**config.mk**
```make
export PLATFORM = sky130hd
export DESIGN_NAME = fsm_experiment_multi
export DESIGN_NICKNAME = d
export VERILOG_FILES = /design/src/rtl/fsm_experiment_multi.sv
export SDC_FILE = /design/constraint.sdc
export NUM_CORES = 2
export LEC_CHECK = 0
export BUFFER_PORTS_ARGS = -buffer_cell sky130_fd_sc_hd__clkbuf_2
export CORE_AREA = 2 2 310 312
export DETAILED_ROUTE_END_ITERATION = 8
export DIE_AREA = 0 0 312 314
export GPL_ROUTABILITY_DRIVEN = 1
export GPL_TIMING_DRIVEN = 1
export HOLD_SLACK_MARGIN = 0.05
export PLACE_DENSITY = 0.53
export SYNTH_ARGS = -nofsm -noshare
export SYNTH_HDL_FRONTEND = slang
export SYNTH_SLANG_ARGS = --single-unit
```
**constraint.sdc**
```tcl
create_clock -name clock -period 14.35 [get_ports clock]
set_clock_uncertainty 0.2 [all_clocks]
set_input_delay 2.1525 -clock clock [delete_from_list [all_inputs] [get_ports clock]]
set_output_delay 2.1525 -clock clock [all_outputs]
set_load 0.05 [all_outputs]
```
**src/rtl/fsm_experiment_multi.sv**
```systemverilog
`default_nettype none
// ============================================================================
// Module   : fsm_experiment_multi
// Purpose  : Experiment sequencer for the synchronisation block. Walks a shot
//            through start -> frame-grabber opto -> open delay -> multi-channel
//            detonation -> wire-triggered output trigger -> detector handshake
//            (with timeout) -> finished. An abort edge stops any running shot.
// Ports    : clock, reset_signal (async, active-low)
//            start/abort/fg/wire/detector_ready : asynchronous inputs
//            cfg_*              : timing config, captured when a shot starts
//            detonation_signal  : registered per-channel detonation pulses
//            output_trigger     : registered output trigger
//            scenario_state     : {4'b0, state}
//            timeout_flag       : last shot ended by detector timeout
//            busy               : sequencer not idle
//            shot_count         : completed shots (wraps)
// Revision : 1.0 - initial release
// ============================================================================
module fsm_experiment_multi #(
  parameter int CNT_W       = 32,
  parameter int NUM_DET     = 4,
  parameter int SYNC_STAGES = 2
) (
  input  logic                     clock,
  input  logic                     reset_signal,
  input  logic                     start_signal,
  input  logic                     abort_signal,
  input  logic                     fg_signal,
  input  logic                     wire_signal,
  input  logic                     detector_ready,
  input  logic [CNT_W-1:0]         cfg_fg_open_delay,
  input  logic [CNT_W-1:0]         cfg_det_len,
  input  logic [NUM_DET*CNT_W-1:0] cfg_det_offset,
  input  logic [NUM_DET-1:0]       cfg_det_enable,
  input  logic [CNT_W-1:0]         cfg_trigger_len,
  input  logic [CNT_W-1:0]         cfg_detector_timeout,
  output logic [NUM_DET-1:0]       detonation_signal,
  output logic                     output_trigger,
  output logic [7:0]               scenario_state,
  output logic                     timeout_flag,
  output logic                     busy,
  output logic [15:0]              shot_count
);

  // One extra bit so offset+length sums never wrap.
  localparam int             c_EW      = CNT_W + 1;
  localparam logic [c_EW-1:0] c_CNT_ONE = {{CNT_W{1'b0}}, 1'b1};

  localparam int c_IDX_START = 0;
  localparam int c_IDX_ABORT = 1;
  localparam int c_IDX_FG    = 2;
  localparam int c_IDX_WIRE  = 3;
  localparam int c_IDX_READY = 4;

  typedef enum logic [3:0] {
    IDLE              = 4'd0,
    FG_WAIT_OPTO      = 4'd1,
    FG_WAIT_OPEN      = 4'd2,
    DETONATE          = 4'd3,
    WIRE_TRIGGER      = 4'd4,
    TRIGGER_PROLONG   = 4'd5,
    DETECTOR_BUSY     = 4'd6,
    DETECTOR_WAIT     = 4'd7,
    DETECTOR_FINISHED = 4'd8,
    ABORTED           = 4'd9
  } state_t;

  // --------------------------------------------------------------------------
  // Input synchronisers and rising-edge detection
  // --------------------------------------------------------------------------
  logic [4:0] w_async;
  logic [4:0] r_sync [SYNC_STAGES];
  logic [4:0] r_sync_q;
  logic [4:0] w_sync;
  logic [4:0] w_rise;

  assign w_async = {detector_ready, wire_signal, fg_signal, abort_signal, start_signal};

  always_ff @(posedge clock or negedge reset_signal) begin
    if (!reset_signal) begin
      for (int s = 0; s < SYNC_STAGES; s++) r_sync[s] <= '0;
      r_sync_q <= '0;
    end else begin
      r_sync[0] <= w_async;
      for (int s = 1; s < SYNC_STAGES; s++) r_sync[s] <= r_sync[s-1];
      r_sync_q <= w_sync;
    end
  end

  assign w_sync = r_sync[SYNC_STAGES-1];
  assign w_rise = w_sync & ~r_sync_q;

  // --------------------------------------------------------------------------
  // State, counter and output registers
  // --------------------------------------------------------------------------
  state_t              r_state, w_state_nxt;
  logic [c_EW-1:0]     r_cnt, w_cnt_nxt;
  logic [NUM_DET-1:0]  r_det, w_det_nxt;
  logic                r_trig, w_trig_nxt;
  logic                r_tflag, w_tflag_nxt;
  logic [15:0]         r_shots, w_shots_nxt;

  // Latched configuration
  logic [CNT_W-1:0]         r_fg_delay;
  logic [CNT_W-1:0]         r_det_len;
  logic [NUM_DET*CNT_W-1:0] r_det_off;
  logic [NUM_DET-1:0]       r_det_en;
  logic [CNT_W-1:0]         r_trig_len;
  logic [CNT_W-1:0]         r_timeout;

  logic w_accept;
  assign w_accept = (r_state == IDLE) && w_rise[c_IDX_START];

  always_ff @(posedge clock or negedge reset_signal) begin
    if (!reset_signal) begin
      r_fg_delay <= '0;
      r_det_len  <= '0;
      r_det_off  <= '0;
      r_det_en   <= '0;
      r_trig_len <= '0;
      r_timeout  <= '0;
    end else if (w_accept) begin
      r_fg_delay <= cfg_fg_open_delay;
      r_det_len  <= cfg_det_len;
      r_det_off  <= cfg_det_offset;
      r_det_en   <= cfg_det_enable;
      r_trig_len <= cfg_trigger_len;
      r_timeout  <= cfg_detector_timeout;
    end
  end

  // --------------------------------------------------------------------------
  // Per-channel pulse windows: channel i is driven for counter values
  // off_i <= cnt < off_i+len, which appear one cycle later on the output.
  // --------------------------------------------------------------------------
  logic [c_EW-1:0]    w_ch_end [NUM_DET];
  logic [NUM_DET-1:0] w_det_on;
  logic [c_EW-1:0]    w_det_end;
  logic [c_EW-1:0]    w_trig_last;

  for (genvar gi = 0; gi < NUM_DET; gi++) begin : g_ch
    assign w_ch_end[gi] = {1'b0, r_det_off[gi*CNT_W +: CNT_W]} + {1'b0, r_det_len};
    assign w_det_on[gi] = r_det_en[gi]
                        && (r_cnt >= {1'b0, r_det_off[gi*CNT_W +: CNT_W]})
                        && (r_cnt < w_ch_end[gi]);
  end

  always_comb begin
    w_det_end = '0;
    for (int i = 0; i < NUM_DET; i++) begin
      if (r_det_en[i] && (w_ch_end[i] > w_det_end)) w_det_end = w_ch_end[i];
    end
  end

  // Trigger is high for max(len,1) cycles: counter values 0 .. max(len,1)-1.
  assign w_trig_last = (r_trig_len == '0) ? '0 : ({1'b0, r_trig_len} - c_CNT_ONE);

  // --------------------------------------------------------------------------
  // Next-state / output logic
  // --------------------------------------------------------------------------
  always_comb begin
    w_state_nxt = r_state;
    w_cnt_nxt   = r_cnt;
    w_det_nxt   = '0;
    w_trig_nxt  = 1'b0;
    w_tflag_nxt = r_tflag;
    w_shots_nxt = r_shots;

    case (r_state)
      IDLE: begin
        if (w_rise[c_IDX_START]) begin
          w_state_nxt = FG_WAIT_OPTO;
          w_cnt_nxt   = '0;
          w_tflag_nxt = 1'b0;
        end
      end
      FG_WAIT_OPTO: begin
        if (w_rise[c_IDX_FG]) begin
          w_state_nxt = FG_WAIT_OPEN;
          w_cnt_nxt   = '0;
        end
      end
      FG_WAIT_OPEN: begin
        if (r_cnt >= {1'b0, r_fg_delay}) begin
          w_state_nxt = DETONATE;
          w_cnt_nxt   = '0;
        end else begin
          w_cnt_nxt = r_cnt + c_CNT_ONE;
        end
      end
      DETONATE: begin
        if (r_cnt >= w_det_end) begin
          w_state_nxt = WIRE_TRIGGER;
          w_cnt_nxt   = '0;
        end else begin
          w_det_nxt = w_det_on;
          w_cnt_nxt = r_cnt + c_CNT_ONE;
        end
      end
      WIRE_TRIGGER: begin
        if (w_rise[c_IDX_WIRE]) begin
          w_state_nxt = TRIGGER_PROLONG;
          w_cnt_nxt   = '0;
          w_trig_nxt  = 1'b1;
        end
      end
      TRIGGER_PROLONG: begin
        if (r_cnt >= w_trig_last) begin
          w_state_nxt = DETECTOR_BUSY;
          w_cnt_nxt   = '0;
        end else begin
          w_trig_nxt = 1'b1;
          w_cnt_nxt  = r_cnt + c_CNT_ONE;
        end
      end
      DETECTOR_BUSY: begin
        if (!w_sync[c_IDX_READY]) begin
          w_state_nxt = DETECTOR_WAIT;
          w_cnt_nxt   = '0;
        end else if (r_cnt >= {1'b0, r_timeout}) begin
          w_state_nxt = DETECTOR_FINISHED;
          w_tflag_nxt = 1'b1;
          w_shots_nxt = r_shots + 16'd1;
        end else begin
          w_cnt_nxt = r_cnt + c_CNT_ONE;
        end
      end
      DETECTOR_WAIT: begin
        if (w_sync[c_IDX_READY]) begin
          w_state_nxt = DETECTOR_FINISHED;
          w_tflag_nxt = 1'b0;
          w_shots_nxt = r_shots + 16'd1;
        end else if (r_cnt >= {1'b0, r_timeout}) begin
          w_state_nxt = DETECTOR_FINISHED;
          w_tflag_nxt = 1'b1;
          w_shots_nxt = r_shots + 16'd1;
        end else begin
          w_cnt_nxt = r_cnt + c_CNT_ONE;
        end
      end
      DETECTOR_FINISHED: begin
        if (!w_sync[c_IDX_START]) w_state_nxt = IDLE;
      end
      ABORTED: begin
        if (!w_sync[c_IDX_START]) w_state_nxt = IDLE;
      end
      default: begin
        w_state_nxt = IDLE;
        w_cnt_nxt   = '0;
      end
    endcase

    // Abort overrides whatever the state logic decided this cycle.
    if ((r_state != IDLE) && w_rise[c_IDX_ABORT]) begin
      w_state_nxt = ABORTED;
      w_cnt_nxt   = '0;
      w_det_nxt   = '0;
      w_trig_nxt  = 1'b0;
      w_tflag_nxt = r_tflag;
      w_shots_nxt = r_shots;
    end
  end

  always_ff @(posedge clock or negedge reset_signal) begin
    if (!reset_signal) begin
      r_state <= IDLE;
      r_cnt   <= '0;
      r_det   <= '0;
      r_trig  <= 1'b0;
      r_tflag <= 1'b0;
      r_shots <= '0;
    end else begin
      r_state <= w_state_nxt;
      r_cnt   <= w_cnt_nxt;
      r_det   <= w_det_nxt;
      r_trig  <= w_trig_nxt;
      r_tflag <= w_tflag_nxt;
      r_shots <= w_shots_nxt;
    end
  end

  assign detonation_signal = r_det;
  assign output_trigger    = r_trig;
  assign scenario_state    = {4'b0000, r_state};
  assign timeout_flag      = r_tflag;
  assign busy              = (r_state != IDLE);
  assign shot_count        = r_shots;

endmodule
`default_nettype wire

```
==> impl_metrics.py <==
metrics = {
    "die": {
        "fp.coreArea_um2": 94450,
        "initial_core_util": 0.3486,
        "fp.dieH_um": 314,
        "die_width_um": 312,
        "dieArea_um2": 97970,
        "ioPinCount": 298,
        "rows": 113,
    },
    "synthesis": {
        "synth_area_um2": 32930,
        "synthDistinctLibCells": 92,
        "ys_seq_area_frac": 0.2531,
        "yosysMostFrequentCell": "ha_1",
        "synth_ff_type": "dfrtp_1",
        "syn_avg_cell_area_um2": 9.154,
        "syn_inst": 3597,
        "synthArstFlopShare": 1.000,
        "ys_ff_latch": 333,
        "synth_edf_count": 0,
        "ys_top_cells_by_area": "dfrtp_1, ha_1, mux2_2",
        "yosysTopAreaCellShare": 0.2531,
        "yosysWarningCount": 0,
        "ys_top_cells_by_count": "ha_1, inv_1, dfrtp_1",
        "yosys.area.top_type": "dfrtp_1",
    },
    "sta": {
        "rsz0062_at_grt": "false",
        "hold_viol": 0,
        "timing.final.max_slew_violations": 0,
        "tns_ns": 0,
        "slew_headroom": 0.1743,
        "period_needed_ns": 13.32,
        "worst_pin_slew_ns": 1.239,
        "final-setup-viol-count": 0,
        "fin_crit_sh": 0.9282,
        "timing.fmax_mhz": 75.08,
    },
    "global_routing": {
        "grt_overflow": 0,
        "antenna_found_initial": 5,
        "grt_pass1_wl_um": 167300,
        "grt_pass1_vias": 28250,
        "grt_max_degree": 158,
        "grt_usage": 0.2215,
    },
    "worst_setup_path": {
        "worstPathArrival_ns": 13.62,
        "start_kind": "flop",
        "startpoint": "r_det_len[0]",
        "worst-r2r-setup-slack_ns": 1.03,
        "critPathSlowestCell": "o211a_1",
        "crit_type": "flop to flop",
        "crit_top_cell": "o21ai_0",
        "path_max_fanout": 22,
        "endpoint": "r_cnt[1]",
        "slowest_delay_ns": 0.49,
        "r2r-end": "r_cnt[1]",
        "cp-end-kind": "flop",
        "reg2reg_from": "r_det_len[0]",
        "cp.required_ns": 14.65,
        "worstRegToRegCells": 54,
    },
    "layout": {
        "finalNetCount": 4803,
        "fin_cells": 5214,
        "fin_util": 0.3980,
        "antenna_cells": 0,
        "drive_gt1_frac": 0.1937,
        "synthToLayoutAreaGrowth_pct": 14.16,
    },
    "flow_run": {
        "cap_viol_max_count": 0,
    },
    "clocking": {
        "cts_root_buf": "clkbuf_16",
        "path_clk_slew_ns": 0.06,
        "cts_setup_buffers": 0,
        "hold_buffers": 0,
        "htreeDepth": 2,
        "cts.path.max_buffers": 3,
        "cts_made_buffers": 43,
        "clock_latency_ns": 0.65,
        "cts_sinks": 333,
        "cts_tree": "done",
    },
    "placement": {
        "gp_congestion": 0.9451,
        "io_buffers": 293,
        "dp_hpwl_um": 88380,
        "dp_cells": 5136,
    },
    "drt": {
        "drc": 0,
        "wl_per_cell_um": 21.11,
        "avgViaCountPerCell": 5.379,
        "dr.pass1.iters": 6,
        "totalWireLength_um": 110000,
        "final_antenna_net_count": 0,
        "num_vias": 28050,
        "drt_iter0_drc": 1688,
    },
    "min_path": {
        "worstHoldPathType": "flop to flop",
    },
    "outcome": {
        "status": "finished, final reports clean",
    },
}
[layout by cell type (no fill, tap or decap), drive strengths merged, types with 7 or more instances in the layout]
cell     netlist  routed
o21ai        169     169
clkinv         1       7
inv          356     359
nand4         97      97
nand3         75      75
nand2b        61      61
nor2b         63      63
or2           18      18
and2          11      11
clkbuf        63     352
a21o         171     171
o21bai        14      14
a31oi         28      28
o21a          38      38
a41oi          9       9
a31o           9       9
and4          18      18
or3           17      17
mux2i         33      33
dfrtp        333     333
nor3          48      48
xnor2         77      77
a211oi        31      31
o211a          8       8
o31ai         21      21
xor2          73      73
o211ai        21      21
a21oi        257     257
nor4          25      25
mux2         303     303
a21boi        10      10
and3          36      36
nand2        211     211
ha           616     616
nor2         145     145
a2111oi       21      21
buf           10      52
[through the flow]
stage                     setup slack, ns  hold slack [ns]  cell area [µm²]
final                               1.030           0.1477            37590
after global routing               0.1230           0.1522            37590
after CTS                          0.6966           0.1492            37580
after detailed placement           0.7350           0.1365            36120
after global placement             0.9183           0.1344            36120
after floorplan                     2.354           0.1312            32940
[logic make-up after synthesis]
logic type                 share of synthesized area
AOI/OAI and AO/OA                             0.1713
and+or+nand+nor                               0.1342
adders and majority gates                     0.2368
buffers and inverters                        0.04963
muxes                                         0.1144
DFF                                           0.2531
xor gates and xnor gates                     0.04036
other                                      0.0002281
[worst min-delay path by stage]
stage,startpoint,to,slack [ns],cells past startpoint
final,r_sync[7],w_sync[2],0.15,0
after global routing,r_sync[9],w_sync[4],0.15,0
after CTS,r_sync[8],w_sync[3],0.15,0
after detailed placement,r_sync[8],w_sync[3],0.14,0
after global placement,r_sync[8],w_sync[3],0.13,0
after floorplan,r_sync[5],w_sync[0],0.13,0
[flip-flops by register name (all words and copies together), names as in the netlist]
signal / cells
r_trig_len: 32
r_sync: 5
r_sync_q: 4
r_det_off: 128
r_state: 4
timeout_flag: 1
r_det_len: 32
output_trigger: 1
r_fg_delay: 32
shot_count: 16
w_sync: 5
r_det_en: 4
r_cnt: 33
detonation_signal: 4
r_timeout: 32
[layer usage]
layer	up-vias	routed length, µm	global-route usage
met4	8	2971	0.06316
met2	678	52380	0.3853
met3	170	5133	0.02787
met5	-	47	0
li1	13800	-	-
met1	13400	49520	0.2876
[worst max-delay path, delay by kind of cell, from the launching register on]
family / cells / cell delay, ns
flops: 1 / 0.45
buf+inv: 5 / 1.02
xor+xnor: 1 / 0.31
simple gates: 10 / 1.81
compound gates: 31 / 7.08
fa+ha+maj: 6 / 1.91
mux: 1 / 0.37
[cell type report]
class / count / area (µm²)
Multi-Input combinational cell: 2837 / 23000
Inverter: 357 / 1340
Tap cell: 1265 / 1583
Clock inverter: 18 / 240.2
Fill cell: 9683 / 56860
Clock buffer: 60 / 1220
Timing Repair Buffer: 344 / 1872
Sequential cell: 333 / 8333
[timing repair]
| item | CTS | global route |
|---|---|---|
| setup endpoints to repair | 0 | 16 |
| resized for setup | 0 | 3 |
| endpoints found under the hold margin | 0 | 0 |
Power is not shown: default switching activity piles up to over one toggle a cycle in this logic, so the estimate is an artifact.
